### config.mk
export PLATFORM = sky130hd
export DESIGN_NAME = fifo_sync
export DESIGN_NICKNAME = d
export VERILOG_FILES = /design/src/rtl/fifo_sync.sv
export SDC_FILE = /design/constraint.sdc
export NUM_CORES = 2
export LEC_CHECK = 0
export CORE_ASPECT_RATIO = 0.8
export CORE_MARGIN = 2
export CORE_UTILIZATION = 55
export CTS_CLUSTER_DIAMETER = 200
export DETAILED_ROUTE_END_ITERATION = 8
export DONT_BUFFER_PORTS = 1
export HOLD_SLACK_MARGIN = 0.05
export PLACE_DENSITY = 0.73
export SYNTH_ARGS = -nofsm -noshare
export SYNTH_HDL_FRONTEND = slang
export SYNTH_SLANG_ARGS = --single-unit
export TNS_END_PERCENT = 30
### constraint.sdc
create_clock -name clk -period 3.97 [get_ports clk]
set_input_delay 0.397 -clock clk [delete_from_list [all_inputs] [get_ports clk]]
set_output_delay 0.397 -clock clk [all_outputs]
set_load 0.005 [all_outputs]
### src/rtl/fifo_sync.sv
// fifo_sync: single-clock FIFO with fill level, almost-full/almost-empty flags,
// selectable registered or first-word-fall-through read, flush and sticky errors.
module fifo_sync #(
  parameter int data_width   = 16,
  parameter int addr_width   = 8,
  parameter bit fwft         = 1'b0,
  parameter int afull_level  = (1 << addr_width) - 4,
  parameter int aempty_level = 4
) (
  input  logic                  clk,
  input  logic                  rst,
  input  logic                  flush,
  input  logic [data_width-1:0] wdata,
  input  logic                  winc,
  output logic                  wfull,
  output logic                  walmost_full,
  input  logic                  rinc,
  output logic [data_width-1:0] rdata,
  output logic                  rempty,
  output logic                  ralmost_empty,
  output logic [addr_width:0]   count,
  output logic                  overflow,
  output logic                  underflow
);

  localparam int depth = 1 << addr_width;
  localparam logic [addr_width:0] depth_c  = (addr_width+1)'(depth);
  localparam logic [addr_width:0] afull_c  = (addr_width+1)'(afull_level);
  localparam logic [addr_width:0] aempty_c = (addr_width+1)'(aempty_level);

  // Handshake: winc/rinc are single-cycle requests sampled on the rising edge.
  // A write is accepted only when !wfull, a read only when !rempty; a refused
  // request has no effect other than raising overflow/underflow.

  logic [data_width-1:0] mem [depth];
  logic [addr_width-1:0] waddr;
  logic [addr_width-1:0] raddr;
  logic                  wr_ok;
  logic                  rd_ok;
  logic                  out_load;
  logic [data_width-1:0] out_data;

  assign wfull         = (count == depth_c);
  assign walmost_full  = (count >= afull_c);
  assign ralmost_empty = (count <= aempty_c);

  assign wr_ok = winc && !wfull  && !flush;
  assign rd_ok = rinc && !rempty && !flush;

  if (fwft) begin : g_fwft
    // ov marks a valid head word in rdata; count includes it, so the RAM
    // holds count - ov words.
    logic                ov;
    logic [addr_width:0] ram_words;
    logic                ram_rd;
    logic                bypass;

    assign ram_words = count - {{addr_width{1'b0}}, ov};
    assign rempty    = !ov;
    assign ram_rd    = !flush && (!ov || rd_ok) && (ram_words != '0);
    // The only word left is being popped while a new one arrives: forward it
    // straight into the output register so sustained traffic at count=1 has
    // no bubble. The word is still written to RAM so both pointers advance.
    assign bypass    = rd_ok && wr_ok && (ram_words == '0);
    assign out_load  = ram_rd || bypass;
    assign out_data  = bypass ? wdata : mem[raddr];

    always_ff @(posedge clk) begin
      if (rst || flush) begin
        ov <= 1'b0;
      end else if (out_load) begin
        ov <= 1'b1;
      end else if (rd_ok) begin
        ov <= 1'b0;
      end
    end
  end else begin : g_std
    assign rempty   = (count == '0);
    assign out_load = rd_ok;
    assign out_data = mem[raddr];
  end

  always_ff @(posedge clk) begin
    if (wr_ok) begin
      mem[waddr] <= wdata;
    end
  end

  always_ff @(posedge clk) begin
    if (rst) begin
      waddr     <= '0;
      raddr     <= '0;
      count     <= '0;
      rdata     <= '0;
      overflow  <= 1'b0;
      underflow <= 1'b0;
    end else if (flush) begin
      waddr <= '0;
      raddr <= '0;
      count <= '0;
    end else begin
      if (wr_ok) begin
        waddr <= waddr + 1'b1;
      end
      if (out_load) begin
        raddr <= raddr + 1'b1;
        rdata <= out_data;
      end
      if (wr_ok && !rd_ok) begin
        count <= count + 1'b1;
      end else if (rd_ok && !wr_ok) begin
        count <= count - 1'b1;
      end
      if (winc && wfull) begin
        overflow <= 1'b1;
      end
      if (rinc && rempty) begin
        underflow <= 1'b1;
      end
    end
  end

endmodule
## Word level (Yosys, flattened, before mapping)

Memories as Yosys holds them, arrays and structs flattened. A register that Yosys moved wholly into a read port is not among the register bits.
Cells that the tools add are included.

| storage, ports and cells | value |
|---|---|
| RAM bits | 4,096 |
| memories | 1 |
| register bits after elaboration | 27 |
| output and inout bits | 31 |

Memory list:

| name | words | bits a word | read ports | clocked after Yosys merged registers in | wr ports | RTL line | RTL |
|---|---|---|---|---|---|---|---|
| mem | 256 | 16 | 1 | 1 | 1 | 35 | `logic [data_width-1:0] mem [depth];` |

| operators by class | value |
|---|---|
| reduce and logical (&&, ||, !) cells | 19 |
| $add $sub $neg | 4 |
| eq/ne operators | 1 |
| order comparisons | 2 |
| bitwise operators | 1 |
| muxes and demuxes | 4 |

Operators with widths:

| kind | count |
|---|---|
| 2-to-1 mux 9 bit | 2 |
| adder 8 x 1 -> 8 bit (second input constant) | 2 |
| adder 9 x 1 -> 9 bit (second input constant) | 1 |
| equality test 9 bit (second input constant) | 1 |
| >= comparator 9 x 8 -> 1 bit (second input constant) | 1 |
| less-or-equal comparator 9 x 3 -> 1 bit (second input constant) | 1 |
| logical NOT 9 bit | 1 |
| subtractor 9 x 1 -> 9 bit (second input constant) | 1 |
| logical AND 1 bit | 8 |
| AND reduction 2 bit | 3 |
| logical NOT 1 bit | 5 |
| 2-to-1 mux 1 bit | 2 |
| nonzero test 2 bit | 1 |
| OR reduction 2 bit | 1 |
| NOT 1 bit | 1 |

## Logic depth before layout (Yosys ltp)

| logic depth | value |
|---|---|
| depth after elaboration | 8 |
| mapped depth | 14 |

## Worst setup path before layout

Ideal clock, no wire load.

| path | value |
|---|---|
| path type | register to register |
| from | register count[4] |
| to | register count[7] |
| cell stages (with the launch flop) | 15 |
| data required time | 3.855 ns |
| arrival time | 3.450 ns |
| clock period less this slack | 3.565 ns |
| library setup time | 0.115 ns |
| setup slack | 0.405 ns |
| cell sequence | dfxtp_1 nor4_1 a41oi_1 inv_1 buf_1 ha_1 inv_1 ha_1 a21o_1 a21o_1 a21o_1 a21oi_1 o21ai_0 and3b_1 a2111oi_0 |

| between the ends | value |
|---|---|
| cells in the longest elaborated chain, start to end | 7 |

RTL lines:

| item | RTL line | RTL |
|---|---|---|
| start, declared | 21 | `output logic [addr_width:0] count,` |
| start signal, assigned | 110 | `count <= count + 1'b1;` |
| start signal, assigned | 112 | `count <= count - 1'b1;` |
| parallel branches: the longest is 7 deep, another holds subtractor 9 x 1 -> 9 bit | -- |  |

Several ways; the timed one is not identified. The select of a mux whose other input is x is not followed.
A chain may end at the register's enable or synchronous reset.

==> implementation parameters <==
Parameter                              Value

Status
  Outcome ... complete, but fails checks
  Violated checks ... slew limit, setup timing

Critical path
  Worst setup endpoint ... rdata[3]
  Category of the most critical setup path ... reg2reg
  Crit path max fanout ... 13
  Crit-path leading delay family ... compound AO/OA/AOI/OAI gates
  CP endpoint kind ... register
  Element type at the critical path start ... register
  Buffers & Inverters on Critical Path ... 2
  Slowest CP cell ... sky130_fd_sc_hd__nand3_1
  Maximum cell stage delay along the critical path ... between 0.7 and 0.8 ns
  Sequence of cells on the critical path ... buf_12, nand3_1, buf_4, o221ai_1, a211oi_1, a311oi_2, nor2_1, o21ai_0, a221o_1
  Depth of the worst register-to-register path ... 9
  Slack of the worst reg-to-reg path ... -0.05 ns
  Instance count on the critical path ... 9
  Worst setup path startpoint ... raddr[0]
  Data required time at the worst endpoint ... 4.83 ns
  Data arrival time at the worst-slack endpoint ... 4.89 ns
  FF-to-FF End ... rdata[3]
  Critical R2R Launch ... raddr[0]

Drt
  Total detailed-routing wirelength ... 450 mm
  DRC viols ... 0
  Count of TritonRoute iterations in the first routing pass ... 8
  Met3 routed wirelength ... 73.6 mm
  Number of nets still failing antenna checks after routing ... 0
  Via density per instance ... 6.88
  Post-DR wirelength/cell ... 37.0 µm
  Routed met1 length ... approximately 160 mm
  Via count ... 83581
  Wire length on met2 ... 196 mm
  Count of routing violations after the opening detailed-route iteration ... roughly 16000
  Highest routed metal layer ... met5

Power
  Power Dens Cells ... 487 nW/µm²
  Reported leakage power ... 0.0559 µW
  IR Drop Worst-Case VDD ... 0.000442 V

Layout
  Proportion of layout cells with a drive suffix above 1 ... 0.282
  Final Util ... 0.632
  Number of nets in the finished design ... ~8000
  Area growth from synthesis to final layout ... 14.0%

Placed design
  Placed wire-length estimate ... approximately 260 mm
  Placer congestion estimate ... 0.952
  Count of buffers inserted at the top-level ports ... 0
  Post-Place Worst Slack ... -0.0137 ns

Floorplanning
  Chip width ... 606 µm
  Number of core rows ... 176
  Core outline area ... 288000 µm²
  Effective utilization at floorplan ... 0.554
  Die area ... 295000 µm²
  I/O pin count ... 52
  Height of the die ... 486 µm

Yosys
  Synthesized Nets ... ~7300
  Cell accounting for the most synthesized area ... sky130_fd_sc_hd__edfxtp_1
  Post-synth top area share ... 0.770
  Summed instance area of the synthesized netlist ... 160000 µm²
  Post-synth EDFFs ... 4096
  Synth warnings ... 0
  Cell with the most instances after synthesis ... sky130_fd_sc_hd__edfxtp_1
  Share of synthesized flip-flops with an asynchronous set or reset ... 0
  Unique cell type count in the Yosys netlist ... 77
  Share of synthesized area occupied by flip-flops and latches ... 0.776
  Prevailing post-synth register cell ... sky130_fd_sc_hd__edfxtp_1
  Most numerous cell types in the synthesized netlist ... 4096 x sky130_fd_sc_hd__edfxtp_1, 950 x sky130_fd_sc_hd__mux4_2, 369 x sky130_fd_sc_hd__mux2i_1
  Top cells by area, synth ... sky130_fd_sc_hd__edfxtp_1 77%, sky130_fd_sc_hd__mux4_2 13%, sky130_fd_sc_hd__mux2i_1 2.3%
  Yosys reg bits ... 4139
  Cells after Synth ... 7303
  Mean Syn Cell Area ... between 20 and 25 µm²

CTS
  Clock Tree Root ... sky130_fd_sc_hd__clkbuf_16
  Clock net sink count ... 4139
  Clock buffer count from CTS ... between 300 and 400
  Clock buffer depth ... 4
  Post-CTS setup buffer count ... 0
  Worst skew pair latency ... 0.94 ns
  Clock slew seen by the registers of the worst setup and hold paths ... around 0.070 ns
  CTS tree ... built
  H-Tree Level Count ... 5

Job
  Number of max-cap violations ... 0

Global route
  Initial antenna violation count ... 33
  Via count of the first global-routing pass ... 80902
  Overall global routing resource usage ... 0.306
  Pin count of the biggest net entering global routing ... around 260
  Leftover overflow at the end of global routing ... 0
  First-pass GRT wire length ... 628 mm

STA
  Ratio of final minimum period to clock period ... 1.01
  Slew at the pin closest to its max-slew limit ... around 1.7 ns
  RSZ-0062 raised after global routing ... false
  Worst Skew ... 0.0516 ns
  Max Clk Rate ... 0.249 GHz
  Final hold viol count ... 0
  Max transition margin ... -0.156
  Post-route setup slack ... -0.0515 ns
  Number of slew-limit violations in the final report ... 803
  Final setup viols ... 4
  Time the final worst path needs with I/O delays and setup ... about 4 ns

Min path
  Path category of the worst min-delay check ... in2reg
-- cell usage in the layout, fill, tap and decap left out, types with 42 or more instances in the layout --
cell and instances:
sky130_fd_sc_hd__a21oi_1 138, sky130_fd_sc_hd__a221oi_1 82, sky130_fd_sc_hd__a22oi_1 79, sky130_fd_sc_hd__buf_12 84
sky130_fd_sc_hd__buf_4 615, sky130_fd_sc_hd__bufinv_16 53, sky130_fd_sc_hd__clkbuf_1 69, sky130_fd_sc_hd__clkbuf_16 390
sky130_fd_sc_hd__clkinv_1 81, sky130_fd_sc_hd__clkinv_2 64, sky130_fd_sc_hd__edfxtp_1 4096, sky130_fd_sc_hd__mux2i_1 369
sky130_fd_sc_hd__mux4_2 950, sky130_fd_sc_hd__nand2_1 160, sky130_fd_sc_hd__nor2_1 294, sky130_fd_sc_hd__nor2_2 48
sky130_fd_sc_hd__o21ai_0 120, sky130_fd_sc_hd__o221ai_1 42, sky130_fd_sc_hd__o22ai_1 51
-- layout make-up --
type,instances,area (µm²)
Antenna cell,14,35.0
Clock buffer,460,10000
Clock inverter,238,2700
Fill cell,18535,106000
Inverter,16,67.6
Multi-Input combinational cell,2729,33500
Sequential cell,4139,124000
Tap cell,3827,4790
Timing Repair Buffer,732,7010
-- how the worst min path moves through the flow --
| stage | startpoint | to | slack [ns] | depth (start not counted) |
|---|---|---|---|---|
| CTS | wdata[0] | mem[255][0] | 0.05 | 1 |
| global placement | rst | overflow | 0.47 | 1 |
| detailed placement | rst | overflow | 0.47 | 1 |
| finish | wdata[6] | mem[132][6] | 0.003 | 1 |
| floorplan | rdata[7] | rdata[7] | 0.45 | 2 |
| global route | wdata[1] | mem[135][1] | 0.09 | 1 |
-- worst register-to-register path, cell delays in order, from the launching register on --
cell,delay (ns)
sky130_fd_sc_hd__dfxtp_4,0.71
sky130_fd_sc_hd__buf_12,0.29
sky130_fd_sc_hd__nand3_1,0.76
sky130_fd_sc_hd__buf_4,0.55
sky130_fd_sc_hd__o221ai_1,0.35
sky130_fd_sc_hd__a211oi_1,0.14
sky130_fd_sc_hd__a311oi_2,0.66
sky130_fd_sc_hd__nor2_1,0.14
sky130_fd_sc_hd__o21ai_0,0.20
sky130_fd_sc_hd__a221o_1,0.16
-- per-stage QoR --
| stage | hold WS (ns) | instances | cell area [µm²] | total power [µW] | setup TNS, ns |
|---|---|---|---|---|---|
| CTS | 0.0502 | 12128 | 182000 | 88800 | 0 |
| finish | 0.00338 | 12155 | 182000 | 88600 | -0.141 |
| global placement | 0.472 | 11410 | 169000 | 51000 | 0 |
| detailed placement | 0.474 | 11410 | 169000 | 51000 | -0.0137 |
| floorplan | 0.450 | 7303 | 160000 | 50400 | 0 |
| global route | 0.0888 | 12146 | 182000 | 90600 | 0 |
-- power by group --
part | internal (µW) | total [µW] | switching, µW
registers | 48100 | 48200 | 101
clock network | 21600 | 37700 | 16100
logic | 1020 | 2810 | 1780
total | 70600 | 88600 | 18000
-- metal layers --
metal / global-route usage / up-vias
met5: 0 / -
met4: 0.116 / 24
met3: 0.109 / 1070
met2: 0.438 / 6941
met1: 0.435 / 43294
li1: - / 32252
-- registers in the layout (all words and copies together), names as in the netlist --
register and flops:
mem 4096, rdata 16, count 9, raddr 8, waddr 8, overflow 1
underflow 1
-- repair_timing --
item,in CTS,in global routing
hold endpoints to repair,4110,443
resized for setup,1,4
setup endpoints to repair,1,4
gates cloned,0,0
hold buffers,20,7
-- cells by family (layout without fill, tap and decap cells) --
kind of cell,Yosys count,count (layout),synth area share
AO/OA/AOI/OAI,693,693,0.0298
multiplexers,1349,1349,0.159
buffers and inverters,435,1446,0.0159
flip-flops,4139,4139,0.776
other,0,14,0
XOR/XNOR,18,18,0.000987
adder cells (fa/ha/maj),15,15,0.00122
AND/OR/NAND/NOR,654,654,0.0173
(Power assumes the default switching activity.)
